## src/rtl/sys_arr_operand_feeder.sv

```systemverilog
// rtl/sys_arr_operand_feeder.sv - operand buffer and skewed wavefront feeder for the systolic array
module sys_arr_operand_feeder #(
    parameter int M  = 2,
    parameter int N  = 3,
    parameter int K  = 2,
    parameter int DW = 32,
    parameter int AW = (((M * N > N * K) ? M * N : N * K) > 1) ?
                       $clog2((M * N > N * K) ? M * N : N * K) : 1
) (
    input  logic            CLK,
    input  logic            nRST,
    input  logic            ld_en,
    input  logic            ld_sel,
    input  logic [AW-1:0]   ld_addr,
    input  logic [DW-1:0]   ld_data,
    input  logic            start,
    input  logic            err_clr,
    output logic [M*DW-1:0] a_out,
    output logic [M-1:0]    a_vld,
    output logic [K*DW-1:0] b_out,
    output logic [K-1:0]    b_vld,
    output logic            busy,
    output logic            done,
    output logic            error
);

    localparam int MX  = (M > K) ? M : K;
    localparam int T   = N + MX - 1;
    localparam int TW  = (T > 1) ? $clog2(T) : 1;
    localparam int AIW = (M * N > 1) ? $clog2(M * N) : 1;
    localparam int BIW = (N * K > 1) ? $clog2(N * K) : 1;

    typedef enum logic [1:0] {
        S_IDLE   = 2'd0,
        S_STREAM = 2'd1,
        S_DONE   = 2'd2
    } state_t;

    state_t          state_q, state_d;
    logic [TW-1:0]   t_q, t_d;
    logic [DW-1:0]   a_mem_q [M*N];
    logic [DW-1:0]   a_mem_d [M*N];
    logic [DW-1:0]   b_mem_q [N*K];
    logic [DW-1:0]   b_mem_d [N*K];
    logic [M*DW-1:0] a_out_q, a_out_d;
    logic [M-1:0]    a_vld_q, a_vld_d;
    logic [K*DW-1:0] b_out_q, b_out_d;
    logic [K-1:0]    b_vld_q, b_vld_d;
    logic            busy_q, busy_d;
    logic            done_q, done_d;
    logic            err_q, err_d;
    logic            err_ev;
    logic            emit;

    // Next state, buffer writes, next wavefront and sticky error.
    // The wavefront is built from the post-write buffers so a load that
    // coincides with start is already visible in wavefront 0.
    always_comb begin
        state_d = state_q;
        t_d     = t_q;
        a_mem_d = a_mem_q;
        b_mem_d = b_mem_q;
        a_out_d = '0;
        a_vld_d = '0;
        b_out_d = '0;
        b_vld_d = '0;
        busy_d  = 1'b0;
        done_d  = 1'b0;
        err_d   = err_q;
        err_ev  = 1'b0;
        emit    = 1'b0;

        case (state_q)
            S_IDLE: begin
                if (ld_en) begin
                    if (!ld_sel) begin
                        if (int'(ld_addr) < M * N) a_mem_d[AIW'(ld_addr)] = ld_data;
                        else                       err_ev = 1'b1;
                    end else begin
                        if (int'(ld_addr) < N * K) b_mem_d[BIW'(ld_addr)] = ld_data;
                        else                       err_ev = 1'b1;
                    end
                end
                if (start) begin
                    state_d = S_STREAM;
                    t_d     = '0;
                    emit    = 1'b1;
                end
            end
            S_STREAM: begin
                if (ld_en || start) err_ev = 1'b1;
                if (t_q == TW'(T - 1)) begin
                    state_d = S_DONE;
                    done_d  = 1'b1;
                end else begin
                    t_d  = t_q + 1'b1;
                    emit = 1'b1;
                end
            end
            S_DONE: begin
                if (ld_en || start) err_ev = 1'b1;
                state_d = S_IDLE;
            end
            default: state_d = S_IDLE;
        endcase

        if (emit) begin
            busy_d = 1'b1;
            // Row i of A enters lane i delayed by i cycles; column j of B likewise.
            for (int i = 0; i < M; i++) begin
                if (int'(t_d) >= i && int'(t_d) - i < N) begin
                    a_vld_d[i]           = 1'b1;
                    a_out_d[i*DW +: DW]  = a_mem_d[AIW'(i * N + int'(t_d) - i)];
                end
            end
            for (int j = 0; j < K; j++) begin
                if (int'(t_d) >= j && int'(t_d) - j < N) begin
                    b_vld_d[j]           = 1'b1;
                    b_out_d[j*DW +: DW]  = b_mem_d[BIW'((int'(t_d) - j) * K + j)];
                end
            end
        end

        if (err_clr) err_d = 1'b0;
        if (err_ev)  err_d = 1'b1;
    end

    // State, buffers and registered outputs; reset clears everything including the buffers.
    always_ff @(posedge CLK or negedge nRST) begin
        if (!nRST) begin
            state_q <= S_IDLE;
            t_q     <= '0;
            for (int i = 0; i < M * N; i++) a_mem_q[i] <= '0;
            for (int i = 0; i < N * K; i++) b_mem_q[i] <= '0;
            a_out_q <= '0;
            a_vld_q <= '0;
            b_out_q <= '0;
            b_vld_q <= '0;
            busy_q  <= 1'b0;
            done_q  <= 1'b0;
            err_q   <= 1'b0;
        end else begin
            state_q <= state_d;
            t_q     <= t_d;
            for (int i = 0; i < M * N; i++) a_mem_q[i] <= a_mem_d[i];
            for (int i = 0; i < N * K; i++) b_mem_q[i] <= b_mem_d[i];
            a_out_q <= a_out_d;
            a_vld_q <= a_vld_d;
            b_out_q <= b_out_d;
            b_vld_q <= b_vld_d;
            busy_q  <= busy_d;
            done_q  <= done_d;
            err_q   <= err_d;
        end
    end

    assign a_out = a_out_q;
    assign a_vld = a_vld_q;
    assign b_out = b_out_q;
    assign b_vld = b_vld_q;
    assign busy  = busy_q;
    assign done  = done_q;
    assign error = err_q;

endmodule

```

## config.mk

```make
export PLATFORM = sky130hd
export DESIGN_NAME = sys_arr_operand_feeder
export DESIGN_NICKNAME = d
export VERILOG_FILES = /design/src/rtl/sys_arr_operand_feeder.sv
export SDC_FILE = /design/constraint.sdc
export NUM_CORES = 1
export LEC_CHECK = 0
export ABC_AREA = 0
export CAP_MARGIN = 20
export CORE_MARGIN = 3
export CORE_UTILIZATION = 63
export DETAILED_ROUTE_END_ITERATION = 12
export DONT_BUFFER_PORTS = 1
export HOLD_SLACK_MARGIN = 0.06
export PLACE_DENSITY = 0.77
export SETUP_SLACK_MARGIN = 0.05
export SYNTH_ARGS = -nofsm -noshare
export SYNTH_HDL_FRONTEND = slang
export SYNTH_SLANG_ARGS = --single-unit
```

## constraint.sdc

```tcl
create_clock -name CLK -period 3.45 [get_ports CLK]
set_input_delay 0 -clock CLK [delete_from_list [all_inputs] [get_ports CLK]]
set_output_delay 0 -clock CLK [all_outputs]
set_load 0.01 [all_outputs]
```

==> key figures, run 1 <==
Status
  • Status: complete, but fails checks
  • Violations in the final reports: negative hold slack

Clock network
  • Sink Count: 521
  • Clock slew at reported path FFs: 60 ps
  • Worst-case clock buffer depth: 3
  • TritonCTS buffer count: 51
  • H-tree depth: 2
  • Worst-Skew Late Latency: 580 ps
  • Root Driver: clkbuf_16
  • CTS resizes: 0
  • Hold-fix buffers at CTS: 37
  • CTS tree: built
  • Setup bufs post-CTS: 0

Critical path
  • Crit Path Max Fanout: 32
  • R2R Path End: a_out[12]$_DFF_PN0_
  • R2R cell count: 7
  • CP Class: flop to flop
  • CP startpoint: state_q[1]$_DFFE_PN0P_
  • Origin of the critical flop-to-flop path: state_q[1]$_DFFE_PN0P_
  • Crit path launch type: flop
  • Worst setup EP type: flop
  • Worst EP required: 3890 ps
  • FF-to-FF setup slack: 420 ps
  • Crit path arrival time: 3470 ps

GRT
  • Initial antenna violation count: 8
  • GR Overflow Total: 0
  • Vias in the first global route: 13780
  • Largest net degree at the start of global routing: 522
  • All-Layer GR Usage: 29.48%
  • Global Route met2 Usage: 45.81%
  • Met3 Usage GRT: 8.015%
  • First-pass GRT wire length: 82120 um
  • GR peak layer: met2
  • Met1 Use GR: 41.02%

Die
  • # rows: 66
  • Width of the chip: 189.8 um
  • Total core area: 0.03295 mm2
  • Vert. Die Dim: 189.8 um
  • DIE AREA: 0.03603 mm2
  • Effective utilization at floorplan: 64.61%
  • IO Pins: 176

Yosys
  • EDFF count, synth: 0
  • Seq/Total Area, Yosys: 61.24%
  • Async set or reset register ratio after synthesis: 100.0%
  • Gate Count Post-Synth: 1666
  • Yosys reg bits: 521
  • Library cells used by synthesis: 39
  • Yosys Warn Count: 0
  • Synth Flop Type: dfrtp_1
  • Syn_nets: 1712
  • Cell Area, Synth: 0.02129 mm2
  • Synthesized area per cell: 12.78 um2

Routing
  • Routed WL: 52610 um
  • DRT Pass-1 Iters: 5
  • Residual DRC: 0
  • DR vias: 13397
  • DRT iter0 DRCs: 1070
  • Routed Antenna Nets: 0
  • Via-per-instance ratio: 6.290
  • DR WL/cell: 24.70 um

Timing
  • Slew Limit Fails: 0
  • Min cycle time layout: 3028 ps
  • Slew headroom: 26.93%
  • Final WS setup: 422.0 ps
  • Hold WS: -859.2 ps
  • Tightest Pin Transition: 1096 ps
  • Period utilization: 87.77%
  • Post-route setup TNS: 0 ps
  • Final hold vios: 521
  • Fmax: 0.3302 GHz
  • # setup viols final: 0
  • RSZ-0062 raised after global routing: false
  • Final Skew: 28.57 ps

Pwr
  • Max IR drop VDD: 0.7421 mV
  • Design Power: 23.80 mW
  • Leak pwr: 11.36 nW
  • Pwr dens: 1002 mW/mm2

Layout
  • Final #Nets: 1696
  • Layout cells sized above 1: 22.58%
  • Area growth syn-to-layout: 11.64%

Place
  • Number of port buffers: 0
  • HPWL Detailed: 31120 um
  • Gp weighted congestion: 0.8441
  • Pre-CTS WS: 424.1 ps

Hold path
  • Hold Path Class: primary input to asynchronous set/reset pin

Run
  • Max Cap Viol: 0
## worst max-delay path: stages (launching register included)
cell and delay (ps):
dfrtp_1 390, inv_1 100, ha_1 340, nand4b_1 310, or3_2 950, mux2_2 400
nor2_1 40, o32ai_1 370
## report_power, final
part | switching [mW] | leakage [nW] | internal [mW] | total [mW]
combinational | 4.77 | 3.73 | 3.27 | 8.05
sequential | 1.16 | 6.76 | 8.83 | 9.99
clock | 2.30 | 0.873 | 3.47 | 5.77
total | 8.23 | 11.4 | 15.6 | 23.8
## placed cells by master (no fill, tap or decap), types with 4 or more instances in the layout
cell	count
dfrtp_1	521
mux2_2	239
nand2_1	137
nor2_1	131
mux2_1	81
nand2b_1	68
o32ai_1	65
clkbuf_16	52
inv_1	40
dlygate4sd3_1	37
buf_4	34
mux2i_1	33
or3_1	33
o221ai_1	32
a32oi_1	32
nand3_1	32
o211ai_1	32
clkbuf_8	16
nor2_4	7
clkinv_2	7
clkbuf_1	6
buf_12	6
ha_1	5
bufinv_16	5
o21ai_0	4
## through the flow
stage	util (%)	area, um2	instances	hold slack (ps)
floorplan	-	21290	1666	-295.6
global placement	65.63	21620	2002	-276.4
detailed placement	65.63	21620	2002	-279.2
CTS	72.12	23760	2129	-874.8
global route	72.13	23770	2130	-881.3
finish	72.13	23770	2130	-859.2
## cells by family after synthesis
| family | share of synthesized area (%) |
|---|---|
| AO/OA/AOI/OAI | 6.800 |
| adder cells (fa/ha/maj) | 0.2939 |
| buffers and inverters | 3.950 |
| flip-flops | 61.24 |
| multiplexers | 18.54 |
| AND/OR/NAND/NOR | 9.169 |
## cells in the mapped netlist, types with 4 or more instances
cell type / count / area share [%]
a32oi_1: 32 / 1.3
nand2_1: 138 / 2.4
clkbuf_1: 81 / 1.4
buf_4: 15 / 0.53
o221ai_1: 32 / 1.3
buf_6: 4 / 0.21
buf_2: 42 / 0.99
o21ai_0: 4 / 0.094
nand3_1: 32 / 0.75
ha_1: 5 / 0.29
inv_1: 40 / 0.71
nor2_1: 138 / 2.4
or3_1: 34 / 1.0
mux2_2: 239 / 13
buf_1: 4 / 0.071
nand2b_1: 70 / 2.1
mux2i_1: 33 / 1.6
o211ai_1: 32 / 1.1
mux2_1: 81 / 4.3
dfrtp_1: 521 / 61
o32ai_1: 65 / 2.7
## sequential cells by signal, summed over array words and instances (netlist names)
register / cells
done: 1
a_mem_q: 192
b_mem_q: 192
busy: 1
b_vld: 2
state_q: 2
t_q: 2
error: 1
b_out: 64
a_out: 64
## layer usage
layer,share of wire (%),up-vias
li1,-,5794
met1,41,6936
met2,46,541
met3,9.3,114
met4,2.9,12
met5,0.13,-
## layout make-up
cell class	count	area, um2
flip-flops and latches	521	13040
fillers	2117	9184
multi-input cells	958	7503
clock buffers	74	1544
repair buffers	77	745.7
well taps	442	553.0
clock inverters	16	225.2
inverters	41	153.9
diodes	1	2.502
## worst max path at each step
| stage | end | slack [ps] | cells past startpoint |
|---|---|---|---|
| floorplan | b_out[33]$_DFF_PN0_ | 500 | 14 |
| global placement | a_out[16]$_DFF_PN0_ | 520 | 7 |
| detailed placement | b_out[34]$_DFF_PN0_ | 420 | 10 |
| CTS | a_out[12]$_DFF_PN0_ | 420 | 7 |
| global route | b_out[50]$_DFF_PN0_ | 200 | 12 |
| finish | a_out[12]$_DFF_PN0_ | 420 | 7 |
(Power assumes the default switching activity.)
==> inputs of run 2 (changes only) <==
==> constraint.sdc (replaced) <==
create_clock -name CLK -period 3.45 [get_ports CLK]
set_input_delay 0.5175 -clock CLK [delete_from_list [all_inputs] [get_ports CLK]]
set_output_delay 0.5175 -clock CLK [all_outputs]
set_load 0.01 [all_outputs]
==> key figures, run 2 (same netlist as run 1, synthesis figures left out) <==
Timing
  • Final Skew: 25.14 ps (-3.436 ps)
  • Slew Limit Fails: 0 (unchanged)
  • Period utilization: 88.09% (+0.32 points)
  • Post-route setup TNS: 0 ps (unchanged)
  • Final hold vios: 521 (unchanged)
  • RSZ-0062 raised after global routing: false
  • Hold WS: -342.8 ps (+516.4 ps)
  • Min cycle time layout: 3039 ps (+10.93 ps)
  • Tightest Pin Transition: 1385 ps (+288.5 ps)
  • # setup viols final: 0 (unchanged)
  • Final WS setup: 411.0 ps (-10.93 ps)
  • Slew headroom: 7.699% (-19 points)
  • Fmax: 0.3291 GHz (-0.36%)

Routing
  • DRT Pass-1 Iters: 5 (unchanged)
  • Via-per-instance ratio: 6.326 (+0.58%)
  • DRT iter0 DRCs: 1082 (+1.1%)
  • DR vias: 13411 (+0.10%)
  • Routed Antenna Nets: 0 (unchanged)
  • Residual DRC: 0 (unchanged)
  • DR WL/cell: 24.88 um (+0.73%)
  • Routed WL: 52740 um (+0.26%)

Critical path
  • Crit Path Max Fanout: 32 (unchanged)
  • Max incr delay on CP: 950 ps (about the same)
  • Worst EP required: 3890 ps (about the same)
  • Worst setup EP type: flop
  • Origin of the critical flop-to-flop path: state_q[1]$_DFFE_PN0P_
  • Cells along the critical path: inv_1 -> ha_1 -> nand4b_1 -> or3_2 -> mux2_2 -> nor2_1 -> o32ai_1
  • CP startpoint: state_q[1]$_DFFE_PN0P_
  • Crit path launch type: flop
  • CP max stage cell: or3_2
  • Crit-path leading delay family: simple AND/OR/NAND/NOR gates
  • CP Buf/Inv Count: 1 (unchanged)
  • Crit path arrival time: 3480 ps (about the same)
  • CP Class: flop to flop

Layout
  • Final Non-Filler Cells: 2120 (-0.47%)
  • Layout cells sized above 1: 22.71% (+0.12 points)
  • Final #Nets: 1687 (-0.53%)
  • Number of diodes: 0 (-1)
  • Layout fillers: 2133 (+0.76%)
  • Area growth syn-to-layout: 11.20%
  • Top Registers: a_mem_q: 192 flops, b_mem_q: 192 flops
  • Most frequent cells in the layout: dfrtp_1 (521), mux2_2 (239), nand2_1 (137)
  • Most common cell after layout, fill and taps aside: dfrtp_1

Place
  • HPWL Detailed: 31120 um (unchanged)
  • Gp weighted congestion: 0.8441 (unchanged)
  • DP Cell Count: 2002 (unchanged)
  • Number of port buffers: 0 (unchanged)
  • Pre-CTS WS: 424.1 ps (unchanged)

GRT
  • First-pass GRT wire length: 82140 um (about the same)
  • Initial antenna violation count: 0 (-8)
  • GR Overflow Total: 0 (unchanged)
  • Vias in the first global route: 13720 (-0.44%)
  • All-Layer GR Usage: 29.55% (+0.072 points)
  • Largest net degree at the start of global routing: 522 (unchanged)

Clock network
  • CTS tree: built
  • TritonCTS buffer count: 51 (unchanged)
  • Worst-case clock buffer depth: 3 (unchanged)
  • Sink Count: 521 (unchanged)
  • Worst-Skew Late Latency: 580 ps (about the same)
  • Clock slew at reported path FFs: 60 ps (about the same)
  • Hold-fix buffers at CTS: 28 (-24%)
  • Root Driver: clkbuf_16
  • H-tree depth: 2 (unchanged)

Pwr
  • Pwr dens: 1002 mW/mm2 (about the same)
  • Max IR drop VDD: 0.7289 mV (-1.8%)
  • Combinational power share: 33.5% (-0.3 points)
  • Power share of the sequential group: 42.1% (about the same)
  • P_int: 15.55 mW (about the same)
  • Switching Power: 8.174 mW (-0.74%)
  • Clock power frac: 24.4% (+0.2 points)
  • Sw Share: 34.45% (-0.15 points)
  • Leak pwr: 11.32 nW (-0.33%)

Run
  • Max Cap Viol: 0 (unchanged)

Die
  • # rows: 66 (unchanged)
  • Total core area: 0.03295 mm2 (unchanged)
  • Vert. Die Dim: 189.8 um (unchanged)
  • Effective utilization at floorplan: 64.61% (unchanged)
  • Width of the chip: 189.8 um (unchanged)
  • IO Pins: 176 (unchanged)
  • DIE AREA: 0.03603 mm2 (unchanged)

Status
  • Status: complete, but fails checks
  • Violations in the final reports: negative hold slack

Hold path
  • Hold Path Class: primary input to asynchronous set/reset pin
run 2: cell type report:
cell class | count | area [um2] | area share, %
flip-flops and latches | 521 | 13040 | 55.07
multi-input cells | 958 | 7503 | 31.70
clock buffers | 74 | 1544 | 6.522
repair buffers | 68 | 655.6 | 2.770
well taps | 442 | 553.0 | 2.336
clock inverters | 16 | 225.2 | 0.9514
inverters | 41 | 153.9 | 0.6501
run 2: worst paths after layout:
| kind | to | slack (ps) | cells past startpoint |
|---|---|---|---|
| setup / recovery | a_out[12]$_DFF_PN0_ | 410 | 7 |
| hold / removal | a_out[34]$_DFF_PN0_ | -340 | 0 |
| setup reg to reg | a_out[12]$_DFF_PN0_ | 410 | 7 |
| hold reg to reg | a_mem_q[117]$_DFF_PN0_ | 480 | 2 |
| max in group asynchronous | b_mem_q[164]$_DFF_PN0_ | 2700 | 0 |
| min in group CLK | a_mem_q[97]$_DFF_PN0_ | 80 | 2 |
run 2: power by group through the flow:
stage	clock network (mW)	logic [mW]	registers (mW)
6_report	5.79	7.96	9.99
5_1_grt	6.10	8.64	10.3
4_1_cts	5.84	7.90	10.0
3_5_place_dp	0	7.80	10.1
3_3_place_gp	0	7.50	9.99
2_1_floorplan	0	5.86	9.69
run 2: metrics by stage:
stage               util [%]  cell area, um2  hold WS [ps]  power [mW]
global route           71.85           23670        -363.9       25.00
finish                 71.85           23670        -342.8       23.73
CTS                    71.85           23670        -357.3       23.76
global placement       65.63           21620         241.1       17.50
floorplan                  -           21290         221.9       15.55
detailed placement     65.63           21620         238.3       17.91
run 2: what timing repair did:
item	CTS	global route
buffers inserted	0	0
gates resized for setup	0	0
endpoints found under the hold margin	549	521
endpoints found under the setup margin	0	0
run 2: layer usage:
| metal | global-route usage [%] | share of wire, % |
|---|---|---|
| met1 | 40.92 | 41 |
| met3 | 8.347 | 9.1 |
| met5 | 0 | 0 |
| met4 | 9.099 | 2.7 |
| met2 | 46.13 | 47 |
